<file path="config.mk">
export PLATFORM = sky130hd
export DESIGN_NAME = frame_painter
export DESIGN_NICKNAME = d
export VERILOG_FILES = /design/src/rtl/frame_painter.sv
export SDC_FILE = /design/constraint.sdc
export NUM_CORES = 1
export LEC_CHECK = 0
export BUFFER_PORTS_ARGS = -buffer_cell sky130_fd_sc_hd__buf_2
export CORE_UTILIZATION = 51
export DETAILED_ROUTE_END_ITERATION = 8
export PLACE_DENSITY_LB_ADDON = 0.12
export SYNTH_ARGS = -nofsm -noshare
export SYNTH_HDL_FRONTEND = slang
export SYNTH_SLANG_ARGS = --single-unit
</file>
<file path="constraint.sdc">
create_clock -name clk -period 2.05 [get_ports clk]
set_clock_uncertainty 0.15 [all_clocks]
set_input_delay 0.1025 -clock clk [delete_from_list [all_inputs] [get_ports clk]]
set_output_delay 0.1025 -clock clk [all_outputs]
set_load 0.02 [all_outputs]
</file>
<file path="src/rtl/frame_painter.sv">
// Full-screen painter: sweeps H_RES x V_RES pixels per start, sourcing colour from fill, ROM or keyed ROM.
// Optional FRAME_PAINTER_BORDER_EN adds a border_colour input that overrides the frame's edge pixels.
module frame_painter #(
    parameter int H_RES    = 160,
    parameter int V_RES    = 120,
    parameter int COLOUR_W = 3,
    parameter int X_W      = 8,
    parameter int Y_W      = 7,
    parameter int ADDR_W   = 15
) (
    input  logic                clk,
    input  logic                rst,
    input  logic                start,
    input  logic                abort,
    input  logic [1:0]          mode,
    input  logic [COLOUR_W-1:0] fill_colour,
    input  logic [COLOUR_W-1:0] key_colour,
`ifdef FRAME_PAINTER_BORDER_EN
    input  logic [COLOUR_W-1:0] border_colour,
`endif
    output logic [ADDR_W-1:0]   rom_addr,
    input  logic [COLOUR_W-1:0] rom_data,
    output logic [X_W-1:0]      x,
    output logic [Y_W-1:0]      y,
    output logic [COLOUR_W-1:0] colour,
    output logic                plot,
    output logic                busy,
    output logic                done
);

    localparam logic [ADDR_W-1:0] LAST = ADDR_W'(H_RES * V_RES - 1);
    localparam logic [X_W-1:0]    XMAX = X_W'(H_RES - 1);
    localparam logic [Y_W-1:0]    YMAX = Y_W'(V_RES - 1);

    typedef enum logic [1:0] {IDLE, SWEEP, DRAIN, DONE} state_t;

    state_t              state;
    logic [1:0]          m_mode;
    logic [COLOUR_W-1:0] m_fill;
    logic [COLOUR_W-1:0] m_key;
    logic [ADDR_W-1:0]   addr;
    logic [X_W-1:0]      cx;
    logic [Y_W-1:0]      cy;
    logic [COLOUR_W-1:0] held;
    logic [COLOUR_W-1:0] px;
`ifdef FRAME_PAINTER_BORDER_EN
    logic [COLOUR_W-1:0] m_border;
`endif

    assign rom_addr = addr;

    // ROM data arrives in the plot cycle, so the colour mux sits after the registers.
    always_comb begin
        px = m_fill;
        unique case (m_mode)
            2'd1:    px = rom_data;
            2'd2:    px = (rom_data == m_key) ? m_fill : rom_data;
            default: px = m_fill;
        endcase
`ifdef FRAME_PAINTER_BORDER_EN
        if (x == '0 || x == XMAX || y == '0 || y == YMAX)
            px = m_border;
`endif
    end

    assign colour = plot ? px : held;

    always_ff @(posedge clk or posedge rst) begin
        if (rst) begin
            state  <= IDLE;
            m_mode <= '0;
            m_fill <= '0;
            m_key  <= '0;
            addr   <= '0;
            cx     <= '0;
            cy     <= '0;
            x      <= '0;
            y      <= '0;
            held   <= '0;
            plot   <= 1'b0;
            busy   <= 1'b0;
            done   <= 1'b0;
`ifdef FRAME_PAINTER_BORDER_EN
            m_border <= '0;
`endif
        end else begin
            plot <= 1'b0;
            done <= 1'b0;
            if (plot)
                held <= px;
            unique case (state)
                IDLE: begin
                    if (start) begin
                        m_mode <= mode;
                        m_fill <= fill_colour;
                        m_key  <= key_colour;
`ifdef FRAME_PAINTER_BORDER_EN
                        m_border <= border_colour;
`endif
                        addr  <= '0;
                        cx    <= '0;
                        cy    <= '0;
                        busy  <= 1'b1;
                        state <= SWEEP;
                    end
                end
                SWEEP: begin
                    if (abort) begin
                        busy  <= 1'b0;
                        state <= IDLE;
                    end else begin
                        x    <= cx;
                        y    <= cy;
                        plot <= 1'b1;
                        if (cx == XMAX) begin
                            cx <= '0;
                            cy <= cy + 1'b1;
                        end else begin
                            cx <= cx + 1'b1;
                        end
                        if (addr == LAST)
                            state <= DRAIN;
                        else
                            addr <= addr + 1'b1;
                    end
                end
                DRAIN: begin
                    busy <= 1'b0;
                    if (abort) begin
                        state <= IDLE;
                    end else begin
                        done  <= 1'b1;
                        state <= DONE;
                    end
                end
                DONE:    state <= IDLE;
                default: state <= IDLE;
            endcase
        end
    end

endmodule

</file>
---- Word-level counts from Yosys, hierarchy flattened ----
Index checks and enable logic that the tools add are counted.
storage, ports and cells
  RAM bits ................................ 0
  memory bits (read-only) ................. 0
  register bits after elaboration ......... 61
  bits in latches ......................... 0
  memories ................................ 0
  output and inout port bits .............. 36
  input bits .............................. 15
cells by class
  div/mod/pow operators ................... 0
  multiplexer cells ....................... 26
  shift operators ......................... 0
  order comparisons ....................... 0
  add/subtract/negate cells ............... 3
  equal/unequal tests ..................... 14
  reduce and logical (&&, ||, !) cells .... 10
  multiply operators ...................... 0
  bitwise logic cells ..................... 1
operators with widths
  cell                                                  count
  2-to-1 mux 15 bit                                     3
  one-hot mux 15 bit (2 select lines)                   1
  2-to-1 mux 8 bit                                      3
  2-to-1 mux 7 bit                                      3
  one-hot mux 8 bit (2 select lines)                    1
  adder 15 x 1 -> 15 bit (second input constant)        1
  equality test 15 bit (second input constant)          1
  one-hot mux 7 bit (2 select lines)                    1
  != test 2 bit (second input constant)                 5
  adder 8 x 1 -> 8 bit (second input constant)          1
  equality test 8 bit (second input constant)           1
  2-to-1 mux 2 bit                                      4
  one-hot mux 2 bit (4 select lines)                    1
  AND reduction 4 bit                                   2
  adder 7 x 1 -> 7 bit (second input constant)          1
  equality test 2 bit (second input constant)           3
  2-to-1 mux 3 bit                                      2
  one-hot mux 3 bit (2 select lines)                    1
  AND reduction 2 bit                                   3
  AND reduction 3 bit                                   2
  2-to-1 mux 1 bit                                      5
  equality test 2 x 1 -> 1 bit (second input constant)  2
  equality test 3 bit                                   1
  != test 3 bit (second input constant)                 1
  other kinds (5)                                       5

---- Depth between registers and ports, before layout ----
Gate-level depths: netlist (run 1).
  word-level depth ........................ 4
  depth in mapped cells ................... 10
  mapped depth without buffers ............ 7

---- Least setup slack after synthesis (run 1) ----
Ideal clock, no wire load.
  kind .................................... register -> register
  from .................................... register addr[0], in the netlist rom_addr[0]
  to ...................................... register addr[4], in the netlist rom_addr[4]
  arrival ................................. 1908 ps
  period minus slack after synthesis ...... 2136 ps
  cell stages (with the launch flop) ...... 7
  path slack .............................. -86 ps
  cell sequence ........................... dfrtp_1 > ha_1 > and3_1 > and4_1 > clkbuf_1 > or4_1 > a21oi_1
between the ends
  word-level cells in the longest chain between the ends .. 4
RTL lines
  element                              RTL line  text
  start: declaration                   41        logic [ADDR_W-1:0] addr;
  start signal: assignment             124       addr <= addr + 1'b1;
  adder 15 x 1 -> 15 bit               124
  2-to-1 mux 15 bit                    121       if (addr == LAST)
  2-to-1 mux 15 bit                    108       if (abort) begin
  one-hot mux 15 bit (2 select lines)  91        unique case (state)
Several ways; a longest one is shown, not always the timed one. The select of a mux whose other input is x is not followed.
A chain may end at the register's enable or synchronous reset.

---- Worst setup path after layout (run 1) ----
  from .................................... register m_mode[1]
  to ...................................... output colour[2]
between the ends
  word-level cells in the longest chain between the ends .. 3
RTL lines
  element                                                              RTL line  text
  start: declaration                                                   38        logic [1:0] m_mode;
  start signal: assignment                                             94        m_mode <= mode;
  equality test 2 bit or equality test 2 x 1 -> 1 bit (tied branches)  55        unique case (m_mode)
  one-hot mux 3 bit (2 select lines) (*)                               55
  2-to-1 mux 3 bit (*)                                                 -
  end: declaration                                                     25        output logic [COLOUR_W-1:0] colour,
Mark *: on every way between the ends. The rest lies on a longest branch, timed or not.

==> results of run 1 <==
registers in the layout, indices dropped and copies added (netlist names):
name	flops
cy	7
y	7
x	8
m_mode	2
cx	8
state	2
m_fill	3
m_key	3
done	1
busy	1
plot	1
rom_addr	15
held	3
where the power goes:
part	leakage, µW	internal, µW	switching [µW]
Combinational	0.00126	1250	1370
Clock	0.0000987	554	494
Sequential	0.000809	1480	211
Total	0.00216	3290	2080
final cells by class:
| class | instances | share of cell area |
|---|---|---|
| Clock inverter | 7 | 0.01473 |
| Clock buffer | 9 | 0.02752 |
| Inverter | 10 | 0.008894 |
| Sequential cell | 61 | 0.3399 |
| Tap cell | 75 | 0.02084 |
| Timing Repair Buffer | 118 | 0.1996 |
| Multi-Input combinational cell | 243 | 0.3885 |
worst max-delay path, delay by kind of cell (launching register included):
kind | cells | cell delay [ps]
AOI/OAI and AO/OA | 3 | 640
DFF | 1 | 430
adders and majority gates | 1 | 280
buffers and inverters | 1 | 150
metrics by stage:
stage	setup TNS [ps]	cells
6_report	-110.3	523
5_1_grt	-757.9	523
4_1_cts	-109.4	511
3_5_place_dp	-1613	479
3_3_place_gp	-133.6	479
2_1_floorplan	0	327
repair_timing:
action                                  in CTS  in global routing
cloned                                       0                  3
endpoints found under the hold margin       36                  0
hold buffers                                13                  0
gates resized for setup                     29                 28
endpoints found under the setup margin      27                 25
pin swaps                                   10                 16
buffers inserted                             3                  9
layer usage:
metal,routed length (µm),track usage,part of all wire,vias up
met1,3909,0.3391,0.44,1527
li1,-,-,-,1449
met5,0,0,0,-
met3,388,0.06067,0.044,12
met2,4486,0.4653,0.50,94
met4,112,0.1054,0.013,0
how the worst max path moves through the flow:
| stage | cells after the start | end | start | slack (ps) |
|---|---|---|---|---|
| after floorplan | 8 | rom_addr[4]$_DFFE_PP0P_ | state[1]$_DFFE_PP0P_ | 2 |
| after global placement | 7 | cy[2]$_DFFE_PP0P_ | state[1]$_DFFE_PP0P_ | -40 |
| after detailed placement | 7 | cy[2]$_DFFE_PP0P_ | state[1]$_DFFE_PP0P_ | -130 |
| after CTS | 5 | colour[2] | m_mode[1]$_DFFE_PP0P_ | -40 |
| after global routing | 6 | colour[2] | m_mode[0]$_DFFE_PP0P_ | -130 |
| final | 5 | colour[2] | m_mode[1]$_DFFE_PP0P_ | -50 |
logic make-up after synthesis:
group / share of synthesized area
AND/OR/NAND/NOR: 0.2257
AO/OA/AOI/OAI: 0.1735
flip-flops: 0.4822
buffers and inverters: 0.03320
multiplexers: 0.03478
adder cells (fa/ha/maj): 0.03953
XOR/XNOR: 0.01107
synth_stat cells, drive strengths merged:
master / n
dfrtp: 61
o22ai: 1
nor4bb: 1
and3: 6
a221o: 3
o41a: 1
nand2b: 5
nor2b: 7
o31ai: 13
mux2: 8
or3: 5
xnor2: 4
nand4: 5
o311ai: 3
o2111ai: 3
nand3: 15
o211a: 1
a221oi: 1
a22o: 2
or4: 11
buf: 8
o211ai: 2
a31o: 4
a311oi: 1
nand3b: 2
a21boi: 1
nor2: 10
nand2: 62
nor4: 1
o41ai: 2
ha: 10
mux2i: 2
and4bb: 1
a41o: 2
o21ai: 16
and2: 2
a211oi: 1
inv: 10
a22oi: 1
and4: 5
clkbuf: 7
a31oi: 5
a21oi: 15
nand4b: 1
==> flow_summary.yaml, run 1 <==
outcome:
  status: "complete, but fails checks"
  violations: "negative setup slack"
worst_setup_path:
  reg2reg_setup_slack_ps: 0
  crit_required_ps: 1800
  max_stage_delay_ps: 430
  end_kind: "output port"
  crit_path_start_kind: "flop"
  reg2regPathDepth: 7
  cp_max_fo: 3
  critical_path_class: "flop to output port"
  cpMaxStageDelayCell: "dfrtp_1"
  cp_data_arrival_time_ps: 1840
  cp_cell_sequence: "ha_4 > a311oi_1 > a31o_2 > a221o_1 > buf_6"
  reg2reg_from: "state[0]$_DFFE_PP0P_"
  r2r-end: "rom_addr[8]$_DFFE_PP0P_"
detailed_routing:
  num_vias: 3082
  drtAntennaViolNets: 0
  routed_wl_mm: 8.896
  drc: 0
  firstDrtPassIters: 5
  wire_per_inst_um: 17.01
  vias_per_cell: 5.893
  first_iter_violations: 270
sta:
  period_needed_ps: 2096
  holdWs_ps: 85.55
  maxSlewViolCount: 0
  finalHoldViolCount: 0
  fmax_mhz: 477.2
  max_slew_margin: 0.5524
  rsz0062_at_grt: "true"
  layout_setup_ws_ps: -45.76
  finalCritPeriodShare: 1.022
  tightest_slew_ps: 662.7
  finalSetupViolCount: 4
floorplanning:
  die_y_um: 80.79
  rows: 28
  die_area_um2: 6526
  start_util: 0.5315
  io_pins: 51
  die_x_um: 80.79
  core_um2: 5956
hold_path:
  hold_end: "cx[1]$_DFFE_PP0P_"
  min_path_type: "input pin to flop"
  hold_depth: 4
  hold_start: "start"
synthesis:
  synth.top_cell.area_share: 0.4822
  synth.area.top_cells: "dfrtp_1, nand2_1, ha_1"
  yosysSeqAreaShare: 0.4822
  avgSynthCellArea_um2: 9.681
  syn_inst: 327
  yosysUniqueCellTypes: 50
  synth_area_um2: 3166
  synth_fp_nets: 352
  synth_seq_cells: 61
  synth_area_leader_cell: "dfrtp_1"
  yosys_warnings: 0
power:
  max-vdd-ir-drop_mv: 0.7473
  power_density_nw_per_um2: 1192
  leakage_uw: 0.002164
  power_uw: 5367
final_layout:
  n_fill_cell: 419
  antenna_cells_inserted: 0
  final_cell_mix: "nand2_1, dfrtp_1, buf_2, buf_4"
  nets: 468
  register_area_um2: 1530
  final_common_cell: "nand2_1"
  design_area_um2: 4502
  drive_above_1_share: 0.3862
  multiInputGateArea_um2: 1749
  fin_util: 0.7559
  area_delta_synth_final_pct: 42.21
global_routing:
  grt_pass1_wl_mm: 13.30
  antenna_found_initial: 0
  grt_max_degree: 27
  grt_use_total: 0.2736
  grt_pass1_vias: 2868
  overflow: 0
clock_tree:
  ctsLongestPathBuffers: 2
  cts.sinks: 61
  clock-root-buffer: "clkbuf_8"
  path_clk_slew_ps: 70
  cts_tree: "yes"
  numCtsBuffers: 9
  htree_levels: 3
  clock_latency_ps: 340
run:
  cap_viol_max_count: 0
placement:
  dpl_cell_area_um2: 3791
  pre_cts_ws_ps: -130.4
  gp_congestion: 0.8699
  portBuffers: 50
  dp_hpwl_mm: 5.500
(Power assumes the default switching activity.)
==> inputs of run 2 (changes only) <==
--- a/config.mk
+++ b/config.mk
@@ -6,6 +6,7 @@
 export NUM_CORES = 1
 export LEC_CHECK = 0
 export BUFFER_PORTS_ARGS = -buffer_cell sky130_fd_sc_hd__buf_2
+export CORE_MARGIN = 8
 export CORE_UTILIZATION = 51
 export DETAILED_ROUTE_END_ITERATION = 8
 export PLACE_DENSITY_LB_ADDON = 0.12
==> flow_summary.yaml, run 2 (same netlist as run 1, synthesis figures left out) <==
final_layout:
  antenna_cells_inserted: 0
  n_fill_cell: 425
  final_common_cell: "nand2_1"
  multiInputGateArea_um2: 1707
  final_cell_mix: "nand2_1, dfrtp_1, buf_2, buf_4, o21ai_0"
  drive_above_1_share: 0.3694
  fin_cells: 519
  area_delta_synth_final_pct: 40.32
  nets: 464
  fin_util: 0.7458
  largest_register_ff_count: 15
  register_area_um2: 1529
sta:
  finalCritPeriodShare: 1.029
  max_slew_margin: 0.6242
  maxSlewViolCount: 0
  finalSetupViolCount: 5
  layout_setup_ws_ps: -60.43
  holdWs_ps: 22.40
  finalHoldViolCount: 0
  rsz0062_at_grt: "true"
  tightest_slew_ps: 562.9
  tns_ps: -185.3
  period_needed_ps: 2110
  fmax_mhz: 473.8
worst_setup_path:
  crit_path_start_kind: "flop"
  cp_max_fo: 3
  cp_top_family: "compound AO/OA/AOI/OAI gates"
  cp_data_arrival_time_ps: 1860
  critical_path_buf_inv_count: 1
  critical_path_class: "flop to output port"
  cpMaxStageDelayCell: "dfrtp_1"
  max_stage_delay_ps: 390
  end_kind: "output port"
  cp_cell_sequence: "xnor2_1 > a311oi_2 > a31o_4 > a221o_1 > buf_6"
  crit_required_ps: 1800
floorplanning:
  die_x_um: 94.79
  rows: 28
  start_util: 0.5315
  die_y_um: 94.79
  io_pins: 51
  core_um2: 5956
  die_area_um2: 8984
global_routing:
  grt_max_degree: 27
  grt_use_total: 0.2069
  antenna_found_initial: 0
  grt_pass1_vias: 3071
  grt_pass1_wl_mm: 14.78
  overflow: 0
detailed_routing:
  wire_per_inst_um: 17.97
  routed_wl_mm: 9.327
  vias_per_cell: 6.037
  first_iter_violations: 198
  drtAntennaViolNets: 0
  drc: 0
  num_vias: 3133
  firstDrtPassIters: 5
power:
  power_density_nw_per_um2: 1223
  max-vdd-ir-drop_mv: 0.7464
  power_uw: 5434
  leakage_uw: 0.002154
hold_path:
  min_path_type: "input pin to flop"
clock_tree:
  cts_tree: "yes"
  cts.sinks: 61
  numCtsBuffers: 9
  path_clk_slew_ps: 70
  ctsLongestPathBuffers: 2
  clock_latency_ps: 340
  clock-root-buffer: "clkbuf_8"
  htree_levels: 3
placement:
  place_inst: 475
  gp_congestion: 0.8865
  dp_hpwl_mm: 5.797
  portBuffers: 50
outcome:
  status: "complete, but fails checks"
  violations: "negative setup slack"
run:
  cap_viol_max_count: 0
==> run 2: cell count changes in the layout (fill, tap and decap cells not counted), moves of 2 or more <==
cell           before  now
a21oi_1            10   12
a21oi_2             5    2
buf_4              45   42
buf_6               8   10
clkbuf_8            9   12
clkinv_2            4    1
dlygate4sd3_1      13   11
nand3_1            15   13
nand3_2             0    2
o311ai_0            1    3
o311ai_1            2    0
or4_1               8   10
or4_4               3    1
==> run 2: layer usage <==
metal | global-route usage | vias up | routed length [µm] | share of wire
met5 | 0 | - | 0 | 0
met4 | 0.08453 | 0 | 257 | 0.028
met3 | 0.04286 | 34 | 704 | 0.075
met2 | 0.3430 | 146 | 4615 | 0.49
met1 | 0.2569 | 1512 | 3748 | 0.40
li1 | - | 1441 | - | -
==> run 2: area by class of cell <==
class / instances / share of cell area
multi-input cells: 242 / 0.3842
flip-flops and latches: 61 / 0.3442
repair buffers: 115 / 0.1944
clock buffers: 13 / 0.03803
well taps: 75 / 0.02113
clock inverters: 3 / 0.009577
inverters: 10 / 0.008451
==> run 2: path summary, 6_finish.rpt <==
path	cells after the start	startpoint	to	slack, ps
max	5	m_key[1]$_DFFE_PP0P_	colour[2]	-60
max in group asynchronous	4	rst	rom_addr[1]$_DFFE_PP0P_	970
min reg2reg	2	y[0]$_DFFE_PP0P_	y[0]$_DFFE_PP0P_	320
min in group asynchronous	3	rst	held[0]$_DFF_PP0_	210
max reg2reg	8	state[1]$_DFFE_PP0P_	rom_addr[12]$_DFFE_PP0P_	-10
min	4	start	cx[1]$_DFFE_PP0P_	20
==> run 2: worst register-to-register path, cell delays in order (launching register included) <==
cell and delay, ps:
dfrtp_1 400, inv_2 130, ha_4 160, nand2b_1 100, inv_2 120, buf_12 120
o211ai_1 150, or4_1 520, a21oi_2 140
==> run 2: timing repair <==
item / in CTS / in global routing
setup endpoints to repair: 20 / 24
resized for setup: 24 / 25
buffers inserted: 5 / 9
pin swaps: 5 / 8
hold buffers: 11 / 0
gates cloned: 1 / 2
endpoints found under the hold margin: 33 / 0
==> run 2: metrics by stage <==
stage | area (µm²) | setup WS (ps)
after global placement | 3761 | -13.33
after CTS | 4244 | -26.10
after detailed placement | 3761 | -73.51
after floorplan | 3176 | 2.057
final | 4442 | -60.43
after global routing | 4442 | -116.4
==> run 2: power by group <==
group,switching (µW),internal [µW]
clock network,472,660
registers,212,1480
logic,1370,1240
total,2060,3380
